<file path="config.mk">
export PLATFORM = sky130hd
export DESIGN_NAME = csr_file
export DESIGN_NICKNAME = d
export VERILOG_FILES = /design/src/rtl/csr_file.sv
export SDC_FILE = /design/constraint.sdc
export NUM_CORES = 1
export LEC_CHECK = 0
export CAP_MARGIN = 0
export CORE_ASPECT_RATIO = 0.75
export CORE_MARGIN = 2
export CORE_UTILIZATION = 45
export DETAILED_ROUTE_END_ITERATION = 16
export PLACE_DENSITY = 0.87
export SLEW_MARGIN = 20
export SYNTH_ARGS = -nofsm -noshare
export SYNTH_HDL_FRONTEND = slang
export SYNTH_SLANG_ARGS = --single-unit
</file>
<file path="constraint.sdc">
create_clock -name clk -period 2.7 [get_ports clk]
set_input_delay 0.54 -clock clk [delete_from_list [all_inputs] [get_ports clk]]
set_output_delay 0.54 -clock clk [all_outputs]
set_load 0.01 [all_outputs]
</file>
<file path="src/rtl/csr_file.sv">
`default_nettype none
// ============================================================================
// Module   : csr_file
// Brief    : Machine-mode CSR file with trap entry/return and a combinational
//            read port. Optional mcycle/minstret counters when the macro
//            CSR_COUNTERS_EN is defined.
// Revision : 1.0 - initial release
// ============================================================================
module csr_file #(
    parameter int              XLEN      = 32,
    parameter logic [XLEN-1:0] MTVEC_RST = {XLEN{1'b0}}
) (
    input  logic            clk,
    input  logic            reset,
    input  logic            csr_wbk_v_i,
    input  logic [11:0]     csr_adr_i,
    input  logic [XLEN-1:0] csr_data_i,
    input  logic            exception_i,
    input  logic [XLEN-1:0] mcause_i,
    input  logic [XLEN-1:0] mtval_i,
    input  logic [XLEN-1:0] mepc_i,
    input  logic            mret_i,
    input  logic            retire_i,
    input  logic [11:0]     csr_rd_adr_i,
    output logic [XLEN-1:0] csr_rd_data_o,
    output logic            csr_rd_illegal_o,
    output logic [XLEN-1:0] mepc_q_o,
    output logic [XLEN-1:0] mtvec_q_o,
    output logic [XLEN-1:0] mstatus_q_o
);

    localparam logic [11:0] c_ADR_MSTATUS  = 12'h300;
    localparam logic [11:0] c_ADR_MISA     = 12'h301;
    localparam logic [11:0] c_ADR_MIE      = 12'h304;
    localparam logic [11:0] c_ADR_MTVEC    = 12'h305;
    localparam logic [11:0] c_ADR_MSCRATCH = 12'h340;
    localparam logic [11:0] c_ADR_MEPC     = 12'h341;
    localparam logic [11:0] c_ADR_MCAUSE   = 12'h342;
    localparam logic [11:0] c_ADR_MTVAL    = 12'h343;
    localparam logic [11:0] c_ADR_MIP      = 12'h344;
    localparam logic [11:0] c_ADR_MHARTID  = 12'hF14;
    localparam logic [11:0] c_ADR_MCYCLE   = 12'hB00;
    localparam logic [11:0] c_ADR_MCYCLEH  = 12'hB80;
    localparam logic [11:0] c_ADR_MINSTR   = 12'hB02;
    localparam logic [11:0] c_ADR_MINSTRH  = 12'hB82;

    localparam logic [31:0]     c_MISA       = 32'h4000_0100;
    localparam logic [XLEN-1:0] c_ALIGN_MASK = {{(XLEN-2){1'b1}}, 2'b00};

    logic            r_mstatus_mie;
    logic            r_mstatus_mpie;
    logic [1:0]      r_mstatus_mpp;
    logic [XLEN-1:0] r_mie;
    logic [XLEN-1:0] r_mtvec;
    logic [XLEN-1:0] r_mscratch;
    logic [XLEN-1:0] r_mepc;
    logic [XLEN-1:0] r_mcause;
    logic [XLEN-1:0] r_mtval;

    logic [XLEN-1:0] w_mstatus;
    logic            w_wr;

    assign w_mstatus = XLEN'({19'b0, r_mstatus_mpp, 3'b0, r_mstatus_mpie,
                              3'b0, r_mstatus_mie, 3'b0});

    // A trap squashes the instruction in writeback, so its CSR write is lost.
    assign w_wr = csr_wbk_v_i & ~exception_i;

    always_ff @(posedge clk) begin
        if (reset) begin
            r_mstatus_mie  <= 1'b0;
            r_mstatus_mpie <= 1'b0;
            r_mstatus_mpp  <= 2'b11;
            r_mie          <= '0;
            r_mtvec        <= MTVEC_RST;
            r_mscratch     <= '0;
            r_mepc         <= '0;
            r_mcause       <= '0;
            r_mtval        <= '0;
        end else begin
            if (exception_i) begin
                r_mepc         <= mepc_i & c_ALIGN_MASK;
                r_mcause       <= mcause_i;
                r_mtval        <= mtval_i;
                r_mstatus_mpie <= r_mstatus_mie;
                r_mstatus_mie  <= 1'b0;
                r_mstatus_mpp  <= 2'b11;
            end else if (mret_i) begin
                r_mstatus_mie  <= r_mstatus_mpie;
                r_mstatus_mpie <= 1'b1;
                r_mstatus_mpp  <= 2'b00;
            end

            if (w_wr) begin
                case (csr_adr_i)
                    c_ADR_MSTATUS: begin
                        // Every writable mstatus field is also owned by mret.
                        if (!mret_i) begin
                            r_mstatus_mie  <= csr_data_i[3];
                            r_mstatus_mpie <= csr_data_i[7];
                            r_mstatus_mpp  <= csr_data_i[12:11];
                        end
                    end
                    c_ADR_MIE:      r_mie      <= csr_data_i;
                    c_ADR_MTVEC:    r_mtvec    <= csr_data_i & c_ALIGN_MASK;
                    c_ADR_MSCRATCH: r_mscratch <= csr_data_i;
                    c_ADR_MEPC:     r_mepc     <= csr_data_i & c_ALIGN_MASK;
                    c_ADR_MCAUSE:   r_mcause   <= csr_data_i;
                    c_ADR_MTVAL:    r_mtval    <= csr_data_i;
                    default: ;
                endcase
            end
        end
    end

`ifdef CSR_COUNTERS_EN
    logic [63:0] r_mcycle;
    logic [63:0] r_minstret;
    logic [63:0] w_mcycle_inc;
    logic [63:0] w_minstret_inc;

    assign w_mcycle_inc   = r_mcycle + 64'd1;
    assign w_minstret_inc = r_minstret + {63'd0, retire_i};

    // A low-half write freezes the high half (no carry); a high-half write
    // lets the low half keep counting.
    always_ff @(posedge clk) begin
        if (reset) begin
            r_mcycle   <= '0;
            r_minstret <= '0;
        end else begin
            if (w_wr && csr_adr_i == c_ADR_MCYCLE)
                r_mcycle <= {r_mcycle[63:32], csr_data_i[31:0]};
            else if (w_wr && csr_adr_i == c_ADR_MCYCLEH)
                r_mcycle <= {csr_data_i[31:0], w_mcycle_inc[31:0]};
            else
                r_mcycle <= w_mcycle_inc;

            if (w_wr && csr_adr_i == c_ADR_MINSTR)
                r_minstret <= {r_minstret[63:32], csr_data_i[31:0]};
            else if (w_wr && csr_adr_i == c_ADR_MINSTRH)
                r_minstret <= {csr_data_i[31:0], w_minstret_inc[31:0]};
            else
                r_minstret <= w_minstret_inc;
        end
    end
`else
    logic w_unused_retire;
    assign w_unused_retire = retire_i;
`endif

    always_comb begin
        csr_rd_data_o    = '0;
        csr_rd_illegal_o = 1'b0;
        case (csr_rd_adr_i)
            c_ADR_MSTATUS:  csr_rd_data_o = w_mstatus;
            c_ADR_MISA:     csr_rd_data_o = XLEN'(c_MISA);
            c_ADR_MIE:      csr_rd_data_o = r_mie;
            c_ADR_MTVEC:    csr_rd_data_o = r_mtvec;
            c_ADR_MSCRATCH: csr_rd_data_o = r_mscratch;
            c_ADR_MEPC:     csr_rd_data_o = r_mepc;
            c_ADR_MCAUSE:   csr_rd_data_o = r_mcause;
            c_ADR_MTVAL:    csr_rd_data_o = r_mtval;
            c_ADR_MIP:      csr_rd_data_o = '0;
            c_ADR_MHARTID:  csr_rd_data_o = '0;
`ifdef CSR_COUNTERS_EN
            c_ADR_MCYCLE:   csr_rd_data_o = XLEN'(r_mcycle[31:0]);
            c_ADR_MCYCLEH:  csr_rd_data_o = XLEN'(r_mcycle[63:32]);
            c_ADR_MINSTR:   csr_rd_data_o = XLEN'(r_minstret[31:0]);
            c_ADR_MINSTRH:  csr_rd_data_o = XLEN'(r_minstret[63:32]);
`endif
            default:        csr_rd_illegal_o = 1'b1;
        endcase
    end

    assign mepc_q_o    = r_mepc;
    assign mtvec_q_o   = r_mtvec;
    assign mstatus_q_o = w_mstatus;

endmodule
`default_nettype wire

</file>
# ---- Word level (Yosys, flattened, before mapping)
# Cells that the tools add are included.
dict set report word_totals {
  ff_bits 194
  latch_bits 0
  mem_bits_rw 0
  rom_bits 0
  output_inout_bits 129
  memories 0
}
dict set report op_classes {
  addsub 0
  n_mul 0
  div_mod_pow 0
  order_cmp 0
  n_eq_ne 17
  shifts 0
  n_mux 26
  n_bitwise 2
  reduce_logical 4
}
# op n
set op_table {}
lappend op_table {{$mux W32} 9}
lappend op_table {{$pmux W32 S8} 1}
lappend op_table {{$eq A12 B10 Y1 const B} 16}
lappend op_table {{$eq A12 B12 Y1 const B} 1}
lappend op_table {{$mux W1} 11}
lappend op_table {{$mux W2} 5}
lappend op_table {{$reduce_or A10 Y1} 1}
lappend op_table {{$reduce_and A2 Y1} 3}
lappend op_table {{$and A1 B1 Y1} 1}
lappend op_table {{$not A1 Y1} 1}

# ---- Logic depth before layout (Yosys ltp)
# Gate-level depths: netlist (run 1).
dict set report depth {
  word_depth 5
  depth_mapped 8
  mapped_depth_nobuf 4
}

# ---- Least setup slack after synthesis (run 1)
# OpenSTA, ideal clock, no wires.
dict set report synth_path {
  path_kind {input port to output port}
  startpoint {input port csr_rd_adr_i[0]}
  endpoint {output port csr_rd_data_o[30]}
  arrival_time_ns 1.956
  t_required_ns 2.160
  path_slack_ns 0.204
  cell_stages 8
  n_path_buf 4
  cell_sequence {buf_2 buf_2 buf_2 buf_2 nand2_1 mux2i_1 nand2_1 a31oi_1}
}
dict set report synth_between {
  elab_chain_len 2
}
# item line_no
set synth_rtl {}
lappend synth_rtl {{start: declaration} 24} ;# input logic [11:0] csr_rd_adr_i,
lappend synth_rtl {{$eq A12 B10 Y1} 155} ;# case (csr_rd_adr_i)
lappend synth_rtl {{$pmux W32 S8 (*)} 155}
lappend synth_rtl {{end: declaration} 25} ;# output logic [XLEN-1:0] csr_rd_data_o,
# Mark *: on every way between the ends. The rest lies on a longest branch, timed or not.

# ---- Final worst setup path (run 1)
dict set report layout_path {
  startpoint {input port csr_rd_adr_i[7]}
  endpoint {output port csr_rd_data_o[22]}
}
# The elaborated chain is that of the path after synthesis.

==> results of run 1 <==
==> layer usage <==
metal	up-vias	track usage, %	wire length (um)	part of all wire (%)
met5	-	0	0	0
met4	0	8.57	526	1.7
met2	425	43.6	14200	46
met1	4138	37.2	13600	43
li1	4003	-	-	-
met3	46	8.46	2910	9.3
==> layout by cell type (no fill, tap or decap), drive strengths merged, types with 21 or more instances in the layout <==
master and count:
buf 120, nor2 199, dfxtp 194, conb 30, mux2i 199, mux4 30
a22oi 21, o2bb2ai 21, clkdlybuf4s50 206, clkbuf 24, a211oi 94
==> per-stage QoR <==
step | setup TNS, ns | total power [W] | setup slack [ns] | hold WS [ns]
2_1_floorplan | 0 | 0.00344 | 0.204 | 0.459
3_3_place_gp | -21.45 | 0.00387 | -0.708 | 0.470
3_5_place_dp | -22.04 | 0.00388 | -0.741 | 0.483
4_1_cts | 0 | 0.00643 | 0.00589 | 0.500
5_1_grt | 0 | 0.00663 | 0.00487 | 0.524
6_report | 0 | 0.00641 | 0.0667 | 0.497
==> how the worst max path moves through the flow <==
| stage | endpoint | depth (start not counted) | from |
|---|---|---|---|
| after floorplan | csr_rd_data_o[30] | 8 | csr_rd_adr_i[0] |
| after global placement | csr_rd_data_o[9] | 9 | csr_rd_adr_i[5] |
| after detailed placement | csr_rd_data_o[28] | 6 | csr_rd_adr_i[5] |
| after CTS | csr_rd_data_o[9] | 9 | csr_rd_adr_i[6] |
| after global routing | csr_rd_data_o[26] | 7 | csr_rd_adr_i[10] |
| final | csr_rd_data_o[22] | 8 | csr_rd_adr_i[7] |
==> worst max-delay path, stage by stage <==
cell	delay, ns
dlygate4sd2_1	0.30
nand3b_1	0.25
buf_4	0.18
nor3_4	0.23
buf_6	0.18
buf_4	0.15
o2bb2ai_1	0.11
buf_2	0.15
==> area by class of cell <==
cell class	instances	area, um2
timing repair buffer	341	3260
clock inverter	13	144
multi-input combinational	675	5320
inverter	4	15.0
antenna	2	5.00
clock buffer	19	453
tap	282	353
sequential	194	3880
fill	1569	7010
==> state kept, by name (all words and copies together) (netlist names) <==
| register | cells |
|---|---|
| mepc_q_o | 32 |
| mtvec_q_o | 30 |
| r_mcause | 32 |
| r_mie | 32 |
| r_mscratch | 32 |
| r_mstatus_mie | 1 |
| r_mstatus_mpie | 1 |
| r_mstatus_mpp | 2 |
| r_mtval | 32 |
==> power by group through the flow <==
stage | registers [W] | clock network [W] | logic (W)
2_1_floorplan | 0.00306 | 0 | 0.000379
3_3_place_gp | 0.00306 | 0 | 0.000809
3_5_place_dp | 0.00306 | 0 | 0.000818
4_1_cts | 0.00300 | 0.00259 | 0.000842
5_1_grt | 0.00301 | 0.00271 | 0.000906
6_report | 0.00300 | 0.00255 | 0.000854
==> kinds of logic after synthesis <==
family	synth area share, %
AND/OR/NAND/NOR	11.5
multiplexers	28.7
flip-flops	40.9
AO/OA/AOI/OAI	12.8
buffers and inverters	6.00
other	0.0395
==> repair_timing <==
item | in CTS | in global routing
hold buffers | 0 | 0
pin swaps | 10 | 8
cloned | 1 | 0
gates resized for setup | 164 | 22
setup buffers | 20 | 1
setup endpoints to repair | 33 | 28
==> qor.yml, run 1 <==
crit_type: "in -> out"
total_leakage_power_nw: 6.02
final_util_pct: 65.7
die-area_um2: 22300
synth_commonest_cells: "mux2i_1, nor2_1, dfxtp_1, a211oi_1, clkbuf_1"
endpoint_kind: "primary output"
grtUsageTotal_pct: 27.8
regToRegEndpoint: "r_mstatus_mpie"
p_int_w: 0.00478
ys_ff_latch: 194
slew_headroom_pct: 48.1
power_frac_seq_pct: 46.9
post-route-period-util_pct: 97.5
p_switching_w: 0.00163
cts_tree: "done"
synthArstFlopShare_pct: 0
ctsRootBufferMaster: "clkbuf_16"
grt_pass1_wl_um: 47700
cp-start-kind: "primary input"
combPwrFrac_pct: 13.3
synth_area_per_cell_um2: 9.95
grt_max_degree: 101
synthTopCellsByArea: "dfxtp_1, mux2i_1, nor2_1"
syn-instance-count: 954
ys_seq_area_share_pct: 40.9
worst_pin_slew_ns: 0.779
die_w_um: 172
antenna_found_initial: 1
drive_gt1_share_pct: 17.3
post-place-cells: 1476
finalSetupViolCount: 0
yosys_warnings: 0
worst_skew_pair.late_latency_ns: 0.43
grt-ovfl-total: 0
area_growth_pct: 41.5
nNetsFinal: 1391
rsz0062_at_grt: "false"
hold_path.class: "reg -> reg"
fp.dieH_um: 130
hold_violations: 0
wire_per_inst_um: 20.4
drc_errors: 0
clk_path_buf_depth: 2
placed_area_um2: 12600
maxCapViolations: 0
io_pins: 287
min_period_ns: 2.63
viasPerCell: 5.63
grt_pass1_vias: 8542
finalMaxSlewViolations: 0
rr_worst_depth: 4
worst_clock_skew_ns: 0.00547
worst_ep_arrival_time_ns: 2.09
initial_utilization_pct: 46.4
synth_top_area_share_pct: 40.9
p_sw_share_pct: 25.4
gp_congestion: 0.946
required_ns: 2.16
coreArea_um2: 20400
clock-sinks: 194
synth_area_um2: 9490
drtIter0Drc: 736
cp_max_fo: 5
yosysTopAreaCell: "dfxtp_1"
powerDensity_nw_per_um2: 477
fin_cells: 1530
vdd_drop_max_uv: 283
clockPowerShare_pct: 39.8
min_to: "r_mscratch[12]"
synth_flop_cell: "dfxtp_1"
dr.pass1.iters: 5
numCtsBuffers: 17
dp_hpwl_um: 21000
wirelength_um: 31200
yosysUniqueCellTypes: 38
hold_path_depth: 2
fin_area_um2: 13400
fmax_mhz: 380
ant_nets: 0
status: "completed"
synth_edf_count: 0
worstReg2RegStart: "r_mstatus_mie"
vias: 8612
core.rowCount: 45
hold_path_startpoint: "r_mscratch[12]"
clk_pin_slew_ns: 0.07
reg2reg_slack_ns: 1.78
numPortBuffers: 253
cts_max_level: 4
No activity file was read; power rests on OpenSTA's default activity.
==> run 2, diff against run 1 <==
Settings changed: CAP_MARGIN 0 to 5, SLEW_MARGIN 20 to unset.
==> results of run 2 <==
No change in the layout: final DEF, timing and power equal those of run 1.
==> run 3, diff against run 2 <==
==> constraint.sdc (replaced) <==
create_clock -name clk -period 2.7 [get_ports clk]
set_input_delay 0.27 -clock clk [delete_from_list [all_inputs] [get_ports clk]]
set_output_delay 0.27 -clock clk [all_outputs]
set_load 0.01 [all_outputs]
==> qor.yml, run 3 (synthesized netlist as in run 1, its figures left out) <==
worst_ep_arrival_time_ns: 2.41  # +0.32 ns
finalMaxSlewViolations: 0  # unchanged
required_ns: 2.43  # +0.27 ns
reg2reg_slack_ns: 1.81  # +0.03 ns
nFillCells: 1648  # +5.0%
hold_violations: 0  # unchanged
fin_cells: 1497  # -2.2%
regToRegEndpoint: "r_mstatus_mie"
die_w_um: 172  # unchanged
powerDensity_nw_per_um2: 476  # -0.22%
worstReg2RegStart: "r_mstatus_mpie"
coreArea_um2: 20400  # unchanged
total_leakage_power_nw: 6.05  # +0.53%
endpoint_kind: "primary output"
drc_errors: 0  # unchanged
hold_path.class: "in -> reg"
crit_type: "in -> out"
min_period_ns: 2.68  # +0.0514 ns
p_switching_w: 0.00160  # -1.6%
p_sw_share_pct: 25.8  # +0.38 points
rr_worst_depth: 4  # unchanged
dr.pass1.iters: 5  # unchanged
dp_hpwl_um: 20600  # -2.0%
wire_per_inst_um: 20.4  # +0.15%
grt_max_degree: 72  # -29%
grt_pass1_vias: 8176  # -4.3%
hold_buffers: 0  # unchanged
io_pins: 287  # unchanged
cts_tree: "done"
power_frac_seq_pct: 48.3  # +1.4 points
layout_common_cells: "clkdlybuf4s50_1, nor2_1, mux2i_1"
core.rowCount: 45  # unchanged
area_growth_pct: 37.5
grtUsageTotal_pct: 26.8  # -1.0 points
hold_path_startpoint: "reset"
worst_pin_slew_ns: 0.949  # +0.170 ns
post-route-period-util_pct: 99.4  # +1.9 points
viasPerCell: 5.70  # +1.2%
numPortBuffers: 253  # unchanged
hold_path_depth: 2  # unchanged
die-area_um2: 22300  # unchanged
ant_nets: 0  # unchanged
status: "completed"
cts_max_level: 4  # unchanged
vdd_drop_max_uv: 438  # +55%
initial_utilization_pct: 46.4  # unchanged
wirelength_um: 30600  # -2.0%
fp.dieH_um: 130  # unchanged
p_int_w: 0.00461  # -3.5%
fmax_mhz: 372  # -1.9%
final_util_pct: 63.9  # -1.9 points
worst_skew_pair.late_latency_ns: 0.41  # -0.02 ns
clk_pin_slew_ns: 0.07  # about the same
ctsRootBufferMaster: "clkbuf_16"
maxCapViolations: 0  # unchanged
clockPowerShare_pct: 38.6  # -1.2 points
slew_headroom_pct: 36.7  # -11 points
gp_congestion: 0.908  # -4.0%
holdWs_ns: 0.290  # -0.207 ns
nNetsFinal: 1359  # -2.3%
vias: 8530  # -0.95%
drive_gt1_share_pct: 11.3  # -6.1 points
clock-sinks: 194  # unchanged
cp_max_fo: 7  # +2
cp-start-kind: "primary input"
antenna_found_initial: 1  # unchanged
clk_path_buf_depth: 2  # unchanged
min_to: "r_mscratch[0]"
grt-ovfl-total: 0  # unchanged
grt_pass1_wl_um: 45700  # -4.1%
combPwrFrac_pct: 13.1  # -0.2 points
worst_clock_skew_ns: 0.000828  # -0.00464 ns
drtIter0Drc: 870  # +18%
post-place-cells: 1459  # -1.2%
finalSetupViolCount: 0  # unchanged
final_common_cell: "clkdlybuf4s50_1"
fin_setup_tns_ns: 0  # unchanged
numCtsBuffers: 17  # unchanged
==> run 3: changes by cell type in the layout (fill, tap and decap cells not counted), sizes merged <==
cell	before	now
buf	120	60
bufinv	1	0
clkbuf	24	19
clkdlybuf4s15	1	0
clkdlybuf4s50	206	220
diode	2	1
dlygate4sd2	9	11
dlymetal6s2s	0	18
inv	10	11
==> run 3: per-stage QoR <==
| stage | area (um2) | worst slack (ns) | power [W] |
|---|---|---|---|
| after floorplan | 9600 | 0.744 | 0.00344 |
| after global placement | 12400 | -0.157 | 0.00384 |
| after detailed placement | 12400 | -0.196 | 0.00386 |
| after CTS | 12900 | 0.00143 | 0.00623 |
| after global routing | 13100 | -0.0154 | 0.00644 |
| final | 13100 | 0.0153 | 0.00621 |
==> run 3: power groups by stage <==
| stage | clock network [W] | logic, W | registers (W) |
|---|---|---|---|
| floorplan | 0 | 0.000379 | 0.00306 |
| global placement | 0 | 0.000783 | 0.00306 |
| detailed placement | 0 | 0.000794 | 0.00307 |
| CTS | 0.00242 | 0.000803 | 0.00300 |
| global route | 0.00256 | 0.000864 | 0.00301 |
| finish | 0.00240 | 0.000814 | 0.00300 |
==> run 3: how the worst max path moves through the flow <==
stage / from / cells after the start / endpoint
2_1_floorplan: csr_rd_adr_i[0] / 8 / csr_rd_data_o[30]
3_3_place_gp: csr_rd_adr_i[5] / 6 / csr_rd_data_o[0]
3_5_place_dp: csr_rd_adr_i[5] / 6 / csr_rd_data_o[19]
4_1_cts: csr_rd_adr_i[5] / 6 / csr_rd_data_o[18]
5_1_grt: csr_rd_adr_i[7] / 6 / csr_rd_illegal_o
6_report: csr_rd_adr_i[5] / 6 / csr_rd_data_o[31]
==> run 3: area by class of cell <==
cell class	instances	area, um2	area share, %
tap	282	353	2.70
multi-input combinational	675	5200	39.9
clock buffer	19	433	3.32
clock inverter	13	114	0.872
timing repair buffer	309	3040	23.3
inverter	4	15.0	0.115
sequential	194	3880	29.8
antenna	1	2.50	0.0192
==> run 3: metal layers <==
metal  wire [um]  track usage (%)
met4         644             10.0
met5           0                0
met3        2610             6.52
met1       13200             35.4
met2       14200             43.0
==> run 3: critical path, cell delays in order <==
cell             delay (ns)
clkdlybuf4s50_1        0.44
or4_4                  0.60
nor3_4                 0.24
buf_6                  0.19
o2bb2ai_1              0.12
clkdlybuf4s50_1        0.54
==> run 3: what timing repair did <==
action,CTS,global route
buffers inserted,0,5
endpoints found under the setup margin,31,21
pin swaps,1,0
gates resized for setup,18,23
